==> src/rtl/nvdla_mcif_pkg.sv <==
// Shared MCIF definitions: read-client indices, read request payload layout
// and the credit granted to a client whose weight is programmed to zero.
package nvdla_mcif_pkg;

  localparam int NUM_RD_CLT  = 12;
  localparam int RD_CID_W    = 4;
  localparam int PD_ADDR_LSB = 0;
  localparam int PD_ADDR_W   = 64;
  localparam int PD_SIZE_LSB = PD_ADDR_LSB + PD_ADDR_W;
  localparam int PD_SIZE_W   = 15;
  localparam int RD_PD_W     = PD_SIZE_LSB + PD_SIZE_W;

  localparam logic [7:0] WT_ZERO_CREDIT = 8'd1;

  typedef enum logic [RD_CID_W-1:0] {
    CLT_BDMA     = 4'd0,
    CLT_SDP      = 4'd1,
    CLT_PDP      = 4'd2,
    CLT_CDP      = 4'd3,
    CLT_SDP_B    = 4'd4,
    CLT_SDP_N    = 4'd5,
    CLT_SDP_E    = 4'd6,
    CLT_CDMA_DAT = 4'd7,
    CLT_CDMA_WT  = 4'd8,
    CLT_RBK      = 4'd9,
    CLT_RSV_0    = 4'd10,
    CLT_RSV_1    = 4'd11
  } rd_clt_e;

  // A zero weight still earns one grant per round so no client can starve.
  function automatic logic [7:0] wt2credit(input logic [7:0] wt);
    return (wt == 8'd0) ? WT_ZERO_CREDIT : wt;
  endfunction

endpackage

==> src/rtl/nvdla_mcif_rd_wrr_arb_if.sv <==
// Read-request handshake bundle: DMA client requests in, arbitrated request out.
interface nvdla_mcif_rd_wrr_arb_if
  import nvdla_mcif_pkg::*;
#(
  parameter int NUM_CLT = NUM_RD_CLT,
  parameter int PD_W    = RD_PD_W,
  parameter int CID_W   = RD_CID_W
);

  logic [NUM_CLT-1:0]      clt_req_valid;
  logic [NUM_CLT-1:0]      clt_req_ready;
  logic [NUM_CLT*PD_W-1:0] clt_req_pd;
  logic                    arb_req_valid;
  logic                    arb_req_ready;
  logic [PD_W-1:0]         arb_req_pd;
  logic [CID_W-1:0]        arb_req_cid;

  modport master (
    input  clt_req_valid, clt_req_pd, arb_req_ready,
    output clt_req_ready, arb_req_valid, arb_req_pd, arb_req_cid
  );

  modport slave (
    output clt_req_valid, clt_req_pd, arb_req_ready,
    input  clt_req_ready, arb_req_valid, arb_req_pd, arb_req_cid
  );

endinterface

==> src/rtl/nvdla_mcif_rr_pick.sv <==
// Circular priority search: first eligible client at or after the rr pointer.
module nvdla_mcif_rr_pick #(
  parameter int NUM_CLT = 12,
  parameter int CID_W   = 4
) (
  input  logic [NUM_CLT-1:0] eligible,
  input  logic [CID_W-1:0]   rr_ptr,
  output logic [NUM_CLT-1:0] grant_oh,
  output logic [CID_W-1:0]   grant_idx,
  output logic               grant_vld
);

  always_comb begin
    logic [CID_W:0] cand;
    grant_oh  = '0;
    grant_idx = '0;
    grant_vld = 1'b0;
    cand      = '0;
    for (int k = 0; k < NUM_CLT; k++) begin
      cand = {1'b0, rr_ptr} + (CID_W+1)'(k);
      if (cand >= (CID_W+1)'(NUM_CLT)) cand = cand - (CID_W+1)'(NUM_CLT);
      if (!grant_vld && eligible[cand[CID_W-1:0]]) begin
        grant_vld = 1'b1;
        grant_idx = cand[CID_W-1:0];
      end
    end
    grant_oh[grant_idx] = grant_vld;
  end

endmodule

==> src/rtl/nvdla_mcif_rd_wrr_arb.sv <==
// Weighted round-robin arbiter for MCIF read requests: per-client credit rounds,
// an outstanding-read limit and a single registered output stage.
module nvdla_mcif_rd_wrr_arb
  import nvdla_mcif_pkg::*;
#(
  parameter int NUM_CLT = NUM_RD_CLT,
  parameter int PD_W    = RD_PD_W,
  parameter int CID_W   = RD_CID_W
) (
  input  logic                   nvdla_core_clk,
  input  logic                   nvdla_core_rstn,
  nvdla_mcif_rd_wrr_arb_if.master rd_if,
  input  logic [NUM_CLT*8-1:0]   reg2dp_rd_weight,
  input  logic [7:0]             reg2dp_rd_os_cnt,
  input  logic                   rd_done,
  output logic                   arb_idle
);

  logic [7:0]       credit_q [NUM_CLT];
  logic [7:0]       credit_d [NUM_CLT];
  logic [CID_W-1:0] rr_ptr_q, rr_ptr_d;
  logic             hold_q, hold_d;
  logic [8:0]       os_cnt_q, os_cnt_d;
  logic             arb_req_valid_q, arb_req_valid_d;
  logic [PD_W-1:0]  arb_req_pd_q, arb_req_pd_d;
  logic [CID_W-1:0] arb_req_cid_q, arb_req_cid_d;
  logic             arb_idle_q, arb_idle_d;

  logic [NUM_CLT-1:0] eligible, grant_oh;
  logic [CID_W-1:0]   grant_idx;
  logic               grant_vld, can_load, os_ok, load, reload, grant_last;
  logic [PD_W-1:0]    grant_pd;

  function automatic logic [CID_W-1:0] idx_inc(input logic [CID_W-1:0] idx);
    return (idx == CID_W'(NUM_CLT-1)) ? '0 : idx + 1'b1;
  endfunction

  always_comb begin
    eligible = '0;
    for (int i = 0; i < NUM_CLT; i++)
      eligible[i] = rd_if.clt_req_valid[i] & (credit_q[i] != 8'd0);
  end

  nvdla_mcif_rr_pick #(.NUM_CLT(NUM_CLT), .CID_W(CID_W)) u_pick (
    .eligible  (eligible),
    .rr_ptr    (rr_ptr_q),
    .grant_oh  (grant_oh),
    .grant_idx (grant_idx),
    .grant_vld (grant_vld)
  );

  assign can_load = ~arb_req_valid_q | rd_if.arb_req_ready;
  assign os_ok    = os_cnt_q < ({1'b0, reg2dp_rd_os_cnt} + 9'd1);
  assign load     = can_load & os_ok & grant_vld;
  assign reload   = ~(|eligible) & (|rd_if.clt_req_valid);

  always_comb begin
    grant_pd   = '0;
    grant_last = 1'b0;
    for (int i = 0; i < NUM_CLT; i++) begin
      grant_pd   |= rd_if.clt_req_pd[i*PD_W +: PD_W] & {PD_W{grant_oh[i]}};
      grant_last |= grant_oh[i] & (credit_q[i] == 8'd1);
    end
  end

  always_comb begin
    credit_d        = credit_q;
    rr_ptr_d        = rr_ptr_q;
    hold_d          = hold_q;
    arb_req_valid_d = arb_req_valid_q & ~rd_if.arb_req_ready;
    arb_req_pd_d    = arb_req_pd_q;
    arb_req_cid_d   = arb_req_cid_q;
    os_cnt_d        = os_cnt_q;
    if (reload) begin
      for (int i = 0; i < NUM_CLT; i++)
        credit_d[i] = wt2credit(reg2dp_rd_weight[i*8 +: 8]);
    end
    if (load) begin
      for (int i = 0; i < NUM_CLT; i++)
        if (grant_oh[i]) credit_d[i] = credit_q[i] - 8'd1;
      arb_req_valid_d = 1'b1;
      arb_req_pd_d    = grant_pd;
      arb_req_cid_d   = grant_idx;
      rr_ptr_d        = grant_last ? idx_inc(grant_idx) : rr_ptr_q;
      hold_d          = ~grant_last;
    end else if (hold_q && !rd_if.clt_req_valid[arb_req_cid_q]) begin
      // last granted client left with credit: stop favouring it
      rr_ptr_d = idx_inc(arb_req_cid_q);
      hold_d   = 1'b0;
    end
    if (load && !rd_done)
      os_cnt_d = os_cnt_q + 9'd1;
    else if (!load && rd_done && os_cnt_q != 9'd0)
      os_cnt_d = os_cnt_q - 9'd1;
  end

  assign arb_idle_d = ~arb_req_valid_q & (os_cnt_q == 9'd0) & ~(|rd_if.clt_req_valid);

  always_ff @(posedge nvdla_core_clk or negedge nvdla_core_rstn) begin
    if (!nvdla_core_rstn) begin
      for (int i = 0; i < NUM_CLT; i++) credit_q[i] <= 8'd0;
      rr_ptr_q        <= '0;
      hold_q          <= 1'b0;
      os_cnt_q        <= 9'd0;
      arb_req_valid_q <= 1'b0;
      arb_req_pd_q    <= '0;
      arb_req_cid_q   <= '0;
      arb_idle_q      <= 1'b1;
    end else begin
      credit_q        <= credit_d;
      rr_ptr_q        <= rr_ptr_d;
      hold_q          <= hold_d;
      os_cnt_q        <= os_cnt_d;
      arb_req_valid_q <= arb_req_valid_d;
      arb_req_pd_q    <= arb_req_pd_d;
      arb_req_cid_q   <= arb_req_cid_d;
      arb_idle_q      <= arb_idle_d;
    end
  end

  assign rd_if.clt_req_ready = grant_oh & {NUM_CLT{load}};
  assign rd_if.arb_req_valid = arb_req_valid_q;
  assign rd_if.arb_req_pd    = arb_req_pd_q;
  assign rd_if.arb_req_cid   = arb_req_cid_q;
  assign arb_idle            = arb_idle_q;

`ifndef SYNTHESIS
  always @(posedge nvdla_core_clk)
    if (nvdla_core_rstn)
      assert (!(rd_done && os_cnt_q == 9'd0)) else $error("rd_done with no read outstanding");
`endif

endmodule

==> src/flat_wrapper.sv <==
// flat-port wrapper written by rule: the top's interface ports become plain ports
module nvdla_mcif_rd_wrr_arb_flat import nvdla_mcif_pkg::*;
#(
  parameter int NUM_CLT = NUM_RD_CLT,
  parameter int PD_W    = RD_PD_W,
  parameter int CID_W   = RD_CID_W
)
  (nvdla_core_clk, nvdla_core_rstn, reg2dp_rd_weight, reg2dp_rd_os_cnt, rd_done, arb_idle, rd_if_clt_req_valid, rd_if_clt_req_pd, rd_if_arb_req_ready, rd_if_clt_req_ready, rd_if_arb_req_valid, rd_if_arb_req_pd, rd_if_arb_req_cid);
  nvdla_mcif_rd_wrr_arb_if #(.NUM_CLT(NUM_CLT), .PD_W(PD_W), .CID_W(CID_W)) rd_if_i ();
  input  logic nvdla_core_clk;
  input  logic nvdla_core_rstn;
  input  logic [NUM_CLT*8-1:0] reg2dp_rd_weight;
  input  logic [7:0] reg2dp_rd_os_cnt;
  input  logic rd_done;
  output logic arb_idle;
  input wire logic [$bits(rd_if_i.clt_req_valid)-1:0] rd_if_clt_req_valid;
  input wire logic [$bits(rd_if_i.clt_req_pd)-1:0] rd_if_clt_req_pd;
  input wire logic [$bits(rd_if_i.arb_req_ready)-1:0] rd_if_arb_req_ready;
  output wire logic [$bits(rd_if_i.clt_req_ready)-1:0] rd_if_clt_req_ready;
  output wire logic [$bits(rd_if_i.arb_req_valid)-1:0] rd_if_arb_req_valid;
  output wire logic [$bits(rd_if_i.arb_req_pd)-1:0] rd_if_arb_req_pd;
  output wire logic [$bits(rd_if_i.arb_req_cid)-1:0] rd_if_arb_req_cid;
  assign rd_if_i.clt_req_valid = rd_if_clt_req_valid;
  assign rd_if_i.clt_req_pd = rd_if_clt_req_pd;
  assign rd_if_i.arb_req_ready = rd_if_arb_req_ready;
  assign rd_if_clt_req_ready = rd_if_i.clt_req_ready;
  assign rd_if_arb_req_valid = rd_if_i.arb_req_valid;
  assign rd_if_arb_req_pd = rd_if_i.arb_req_pd;
  assign rd_if_arb_req_cid = rd_if_i.arb_req_cid;
  nvdla_mcif_rd_wrr_arb #(.NUM_CLT(NUM_CLT), .PD_W(PD_W), .CID_W(CID_W)) u_core (.nvdla_core_clk(nvdla_core_clk), .nvdla_core_rstn(nvdla_core_rstn), .rd_if(rd_if_i), .reg2dp_rd_weight(reg2dp_rd_weight), .reg2dp_rd_os_cnt(reg2dp_rd_os_cnt), .rd_done(rd_done), .arb_idle(arb_idle));
endmodule
==> config.mk <==
export PLATFORM = sky130hd
export DESIGN_NAME = nvdla_mcif_rd_wrr_arb_flat
export DESIGN_NICKNAME = d
export VERILOG_FILES = /design/src/rtl/nvdla_mcif_pkg.sv /design/src/rtl/nvdla_mcif_rd_wrr_arb_if.sv /design/src/rtl/nvdla_mcif_rr_pick.sv /design/src/rtl/nvdla_mcif_rd_wrr_arb.sv /design/src/flat_wrapper.sv
export SDC_FILE = /design/constraint.sdc
export NUM_CORES = 1
export LEC_CHECK = 0
export BUFFER_PORTS_ARGS = -buffer_cell sky130_fd_sc_hd__buf_2
export CAP_MARGIN = 25
export CELL_PAD_IN_SITES_DETAIL_PLACEMENT = 0
export CELL_PAD_IN_SITES_GLOBAL_PLACEMENT = 1
export CORE_AREA = 8 8 454 456
export DETAILED_ROUTE_END_ITERATION = 10
export DIE_AREA = 0 0 462 464
export PLACE_DENSITY = 0.46
export SYNTH_ARGS = -nofsm -noshare
export SYNTH_HDL_FRONTEND = slang
export SYNTH_SLANG_ARGS = --single-unit
==> constraint.sdc <==
create_clock -name nvdla_core_clk -period 8.5 [get_ports nvdla_core_clk]
set_clock_uncertainty 0.05 [all_clocks]
set_input_delay 2.125 -clock nvdla_core_clk [delete_from_list [all_inputs] [get_ports nvdla_core_clk]]
set_output_delay 2.125 -clock nvdla_core_clk [all_outputs]
set_load 0.005 [all_outputs]
==> metrics, run 1 <==
status finished, final reports clean; crit-path cells buf_2 > a21boi_0 > a2111oi_0 > nor4b_2 > nor2_1 > buf_4 > a41oi_1 > o211ai_1 > a2111oi_2 > or2_4 > nand4_2 > inv_1 > buf_2; post-synthesis cell count 2424; CTS sink count 195; DR vias 29162; Die X 462 um; Ports 1165; die area 0.2144 sq mm; #FFs+latches synth 195; proportion of layout cells with a drive suffix above 1 0.4149; Final ANT Viol Nets 0; final-stage net count 4691; most numerous cell in the Yosys netlist a22oi_1; Final setup viols 0; wire length per cell 35.69 um; Port-buffer cells 1164; DR WL met3 20530 um; first-pass GRT wire length 291400 um; clock-pin slew on the worst setup and hold paths 0.12 ns; P&R area growth vs syn 55.57%; slew margin rel. 0.3145; Slowest cell on crit path nor4b_2; path type of the worst setup path primary input to output pin; Post-synth EDFFs 0; final wirelength 230600 um; worst path arrival time 5.99 ns; Hold Path Class register to register; CP startpoint kind primary input; cell area after synthesis 0.01950 sq mm; CP max stage delay 0.63 ns; top cells by count, synth a22oi_1, dfrtp_1, nand2_1; Final TNS setup 0 ns; post-detail-place hpwl 200300 um; final worst path period need 8.162 ns; top_reg_cell synth dfrtp_1; Hold Vio Cnt, Final 0; Clock Root Buffer clkbuf_16; Synth area leader dfrtp_1; vias in the first global route 27870; DRC errors left 0; FP Rows 164; Total Routing Usage GR 0.2036; CTS Buffer Depth 2; H-tree levels 4; total CTS buffers 17; met2 routed WL 105400 um; slew at the pin closest to its max-slew limit 1.020 ns; Max Used Layer met5; vias per cell 4.514; GRT overflow 0; Detailed Routing Iterations Pass 1 5; CTS tree built; largest cells by area after synthesis dfrtp_1, a22oi_1, a31oi_1, a21oi_1, ha_1; Initial Utilization 0.09817; worst-path maximum fanout 18; final worst path period share 0.9603; most frequent CP cell buf_2; largest net degree at the start of global routing 136; endpoint class of the critical path output pin; number of fill cells 23245; 1st-iter DRT viols 3524; worst-skew pair later-pin latency 0.59 ns; number of synthesis warnings 0; post-synthesis sequential area ratio 0.2503; initial antenna violation count 217; Max-Cap Viols 0; Post-CTS Hold Fix Bufs 0; Critical Path RT 6.33 ns; syn_area_per_cell 8.044 sq um; Max Clock Freq 0.1225 GHz; die height 464 um; M1 WL 90370 um; Slew Viols, Final 0; Synth cell types 103; GPL Wtd Cong 0.9698; Yosys top cell area share 0.2490; Core ar. 0.1986 sq mm; syn_nets 3561; ys async rst share 1.000; RSZ-0062 raised after global routing no
[worst max-delay path, delay by kind of cell]
family                 cells  cell delay (ns)
buffers and inverters      4             0.66
and+or+nand+nor            4             1.54
AOI/OAI and AO/OA          5             1.64
[state kept, by name (all words and copies together), names as in the netlist]
name                        count
u_core.os_cnt_q                 9
u_core.rd_if.arb_req_cid        4
u_core.credit_q                96
u_core.rd_if.arb_req_pd        79
u_core.rr_ptr_q                 4
u_core.arb_idle                 1
u_core.hold_q                   1
u_core.rd_if.arb_req_valid      1
[cells in the final DEF, fill, tap and decap left out, drive strengths merged, types with 25 or more instances in the layout]
cell,count
dfrtp,194
mux2,27
nor4,35
a21oi,176
o21ai,58
a32oi,74
o22ai,30
mux2i,31
nand2,177
nor3,75
o21a,25
a211oi,29
a221oi,75
nand3,49
ha,68
a31oi,167
a22oi,330
inv,113
nor2,163
diode,238
buf,1319
[path summary, 6_finish.rpt]
check	to	start	slack, ns	cells after the start
max	rd_if_clt_req_ready[0]	rd_if_clt_req_valid[1]	0.34	13
min	u_core.arb_idle	u_core.rd_if.arb_req_valid	0.42	1
max reg2reg	u_core.rd_if.arb_req_pd[13]	u_core.credit_q[40]	1.39	22
min reg2reg	u_core.arb_idle	u_core.rd_if.arb_req_valid	0.42	1
max in group asynchronous	u_core.rd_if.arb_req_pd[2]	nvdla_core_rstn	5.63	2
min in group asynchronous	u_core.credit_q[72]	nvdla_core_rstn	1.49	1
[per-stage QoR]
step / util / hold WS [ns] / std cells / worst slack (ns) / instance area, sq um
after floorplan: - / 0.3726 / 2424 / 0.9598 / 19500
after global placement: 0.1464 / 0.4116 / 6189 / 0.06343 / 29080
after detailed placement: 0.1465 / 0.4219 / 6191 / 0.06632 / 29100
after CTS: 0.1496 / 0.4425 / 6223 / 0.04898 / 29720
after global routing: 0.1518 / 0.4758 / 6390 / 0.01430 / 30160
final: 0.1527 / 0.4214 / 6461 / 0.3376 / 30330
[logic make-up (layout without fill, tap and decap cells)]
kind of cell / Yosys count / after routing / synth area share
flops: 195 / 195 / 0.2503
xor+xnor: 25 / 25 / 0.01219
fa+ha+maj: 69 / 69 / 0.04466
buf+inv: 314 / 1457 / 0.06904
other cells: 0 / 238 / 0
mux: 71 / 71 / 0.04671
compound gates: 1116 / 1116 / 0.4122
simple gates: 634 / 634 / 0.1648
[cell type report]
| class | instances | area (sq um) | share of cell area |
|---|---|---|---|
| multi-input combinational | 1915 | 13380 | 0.4409 |
| sequential | 195 | 4881 | 0.1609 |
| inverter | 106 | 397.9 | 0.01312 |
| clock buffer | 18 | 439.2 | 0.01448 |
| clock inverter | 14 | 177.7 | 0.005857 |
| antenna | 238 | 595.6 | 0.01963 |
| tap | 2656 | 3323 | 0.1096 |
| timing repair buffer | 1319 | 7144 | 0.2355 |
[routing by layer]
| metal | global-route usage | vias to the layer above |
|---|---|---|
| li1 | - | 12208 |
| met1 | 0.2466 | 14708 |
| met2 | 0.3278 | 1731 |
| met3 | 0.06191 | 429 |
| met4 | 0.09719 | 86 |
| met5 | 0 | - |
[timing repair]
action / in CTS / in global routing
endpoints found under the setup margin: 0 / 12
gates resized for setup: 0 / 3
buffers inserted: 0 / 0
Power of run 1 is not shown: default switching activity piles up to over one toggle a cycle in this logic, so the estimate is an artifact.
==> run 2, diff against run 1 <==
RECOVER_POWER = 25   (was unset)
==> metrics, run 2 (synthesized netlist as in run 1, its figures left out) <==
Largest Register u_core.credit_q; Die X 462 um (unchanged); P&R area growth vs syn 55.40%; Final ANT Viol Nets 0 (unchanged); worst flop-to-flop path endpoint u_core.rd_if.arb_req_pd[13]; largest net degree at the start of global routing 136 (unchanged); Worst Reg-to-Reg Cells 22 (unchanged); initial antenna violation count 217 (unchanged); most common cell after layout, fill and taps aside buf_2; slew at the pin closest to its max-slew limit 4.387 ns (+3.368 ns); proportion of layout cells with a drive suffix above 1 0.4146 (about the same); Reg-to-Reg Start u_core.credit_q[40]; wire length per cell 35.73 um (+0.12%); post-CTS setup buffer count 0 (unchanged); slew margin rel. -1.925 (-2.239); total CTS buffers 17 (unchanged); Post-CTS Hold Fix Bufs 0 (unchanged); pre-CTS WS 0.06632 ns (unchanged); CTS Buffer Depth 2 (unchanged); final worst path period share 0.9607 (about the same); WHS Endpoint u_core.arb_idle; vias in the first global route 27870 (unchanged); Core ar. 0.1986 sq mm (unchanged); RSZ-0062 raised after global routing no; Ports 1165 (unchanged); CTS tree built; path type of the worst setup path primary input to output pin; worst-skew pair later-pin latency 0.59 ns (about the same); status finished, violations left; Final TNS setup 0 ns (unchanged); GRT overflow 0 (unchanged); final wirelength 230500 um (about the same); number of fill cells 23255 (+0.043%); Port-buffer cells 1164 (unchanged); first-pass GRT wire length 291400 um (unchanged); flop2flop setup slack 1.39 ns (about the same); Max Clock Freq 0.1225 GHz (about the same); CP startpoint kind primary input; endpoint class of the critical path output pin; Initial Utilization 0.09817 (unchanged); Max-Cap Viols 1 (+1); worst path arrival time 5.99 ns (about the same); Total Routing Usage GR 0.2036 (unchanged); 1st-iter DRT viols 3532 (+0.23%); die area 0.2144 sq mm (unchanged); Critical Path RT 6.33 ns (about the same); Layout Cells excl Fill 6452 (-0.14%); Hold Vio Cnt, Final 0 (unchanged); vias per cell 4.499 (-0.32%); Clock Root Buffer clkbuf_16; post-detail-place hpwl 200300 um (unchanged); Detailed Routing Iterations Pass 1 5 (unchanged); worst-path maximum fanout 18 (unchanged); Final setup viols 0 (unchanged); Slew Viols, Final 63 (+63); DRC errors left 0 (unchanged); max reg flops 96 (unchanged); H-tree levels 4 (unchanged); Hold Path Class register to register; clock-pin slew on the worst setup and hold paths 0.12 ns (about the same); Hold Path Depth 1 (unchanged); fin worst setup slack 0.3340 ns (-0.003610 ns); hold_sp u_core.rd_if.arb_req_valid; failing checks capacitance limit, slew limit; final worst path period need 8.166 ns (+0.003610 ns); die height 464 um (unchanged); placed cell count 6191 (unchanged); final-stage net count 4691 (unchanged); GPL Wtd Cong 0.9698 (unchanged); FP Rows 164 (unchanged); DR vias 29028 (-0.46%); CTS sink count 195 (unchanged); most frequent cells in the layout buf_2, a22oi_1, dfrtp_1
[run 2: changes by cell type in the layout (fill, tap and decap cells not counted), sizes merged]
cell,delta
buf,-1
clkbuf,+1
diode,-9
[run 2: area by class of cell]
| class | count | area (sq um) | share of cell area |
|---|---|---|---|
| timing repair buffer | 1319 | 7133 | 0.2354 |
| antenna | 229 | 573.1 | 0.01891 |
| clock inverter | 14 | 177.7 | 0.005864 |
| tap | 2656 | 3323 | 0.1097 |
| sequential | 195 | 4881 | 0.1611 |
| inverter | 106 | 397.9 | 0.01313 |
| clock buffer | 18 | 439.2 | 0.01449 |
| multi-input combinational | 1915 | 13380 | 0.4414 |
[run 2: layer usage]
metal,vias to the layer above,share of wire,track usage
met4,86,0.065,0.09719
met2,1717,0.45,0.3278
met5,-,0.0023,0
li1,12196,-,-
met3,421,0.088,0.06191
met1,14608,0.39,0.2466
[run 2: worst max path at each step]
| stage | end | cells after the start | slack [ns] | from |
|---|---|---|---|---|
| global placement | rd_if_clt_req_ready[11] | 16 | 0.06 | rd_if_clt_req_valid[1] |
| global route | rd_if_clt_req_ready[11] | 20 | 0.01 | u_core.rr_ptr_q[1] |
| finish | rd_if_clt_req_ready[0] | 13 | 0.33 | rd_if_clt_req_valid[1] |
| CTS | rd_if_clt_req_ready[10] | 13 | 0.05 | rd_if_clt_req_valid[1] |
| floorplan | rd_if_clt_req_ready[0] | 14 | 0.96 | rd_if_clt_req_valid[1] |
| detailed placement | rd_if_clt_req_ready[10] | 13 | 0.07 | rd_if_clt_req_valid[1] |
[run 2: critical path, cell delays in order]
cell       delay, ns
buf_2           0.11
a21boi_0        0.55
a2111oi_0       0.25
nor4b_2         0.63
nor2_1          0.22
buf_4           0.21
a41oi_1         0.22
o211ai_1        0.21
a2111oi_2       0.41
or2_4           0.44
nand4_2         0.25
inv_1           0.14
buf_2           0.20
[run 2: timing repair]
action                                  CTS  global route
endpoints found under the hold margin     0             0
resized for setup                         0             3
endpoints found under the setup margin    0            12
[run 2: per-stage QoR]
stage / hold slack (ns) / area [sq um] / utilization
finish: 0.4217 / 30300 / 0.1525
global route: 0.4758 / 30150 / 0.1518
CTS: 0.4425 / 29720 / 0.1496
detailed placement: 0.4219 / 29100 / 0.1465
global placement: 0.4116 / 29080 / 0.1464
floorplan: 0.3726 / 19500 / -
Power of run 2 is left out for the same reason.
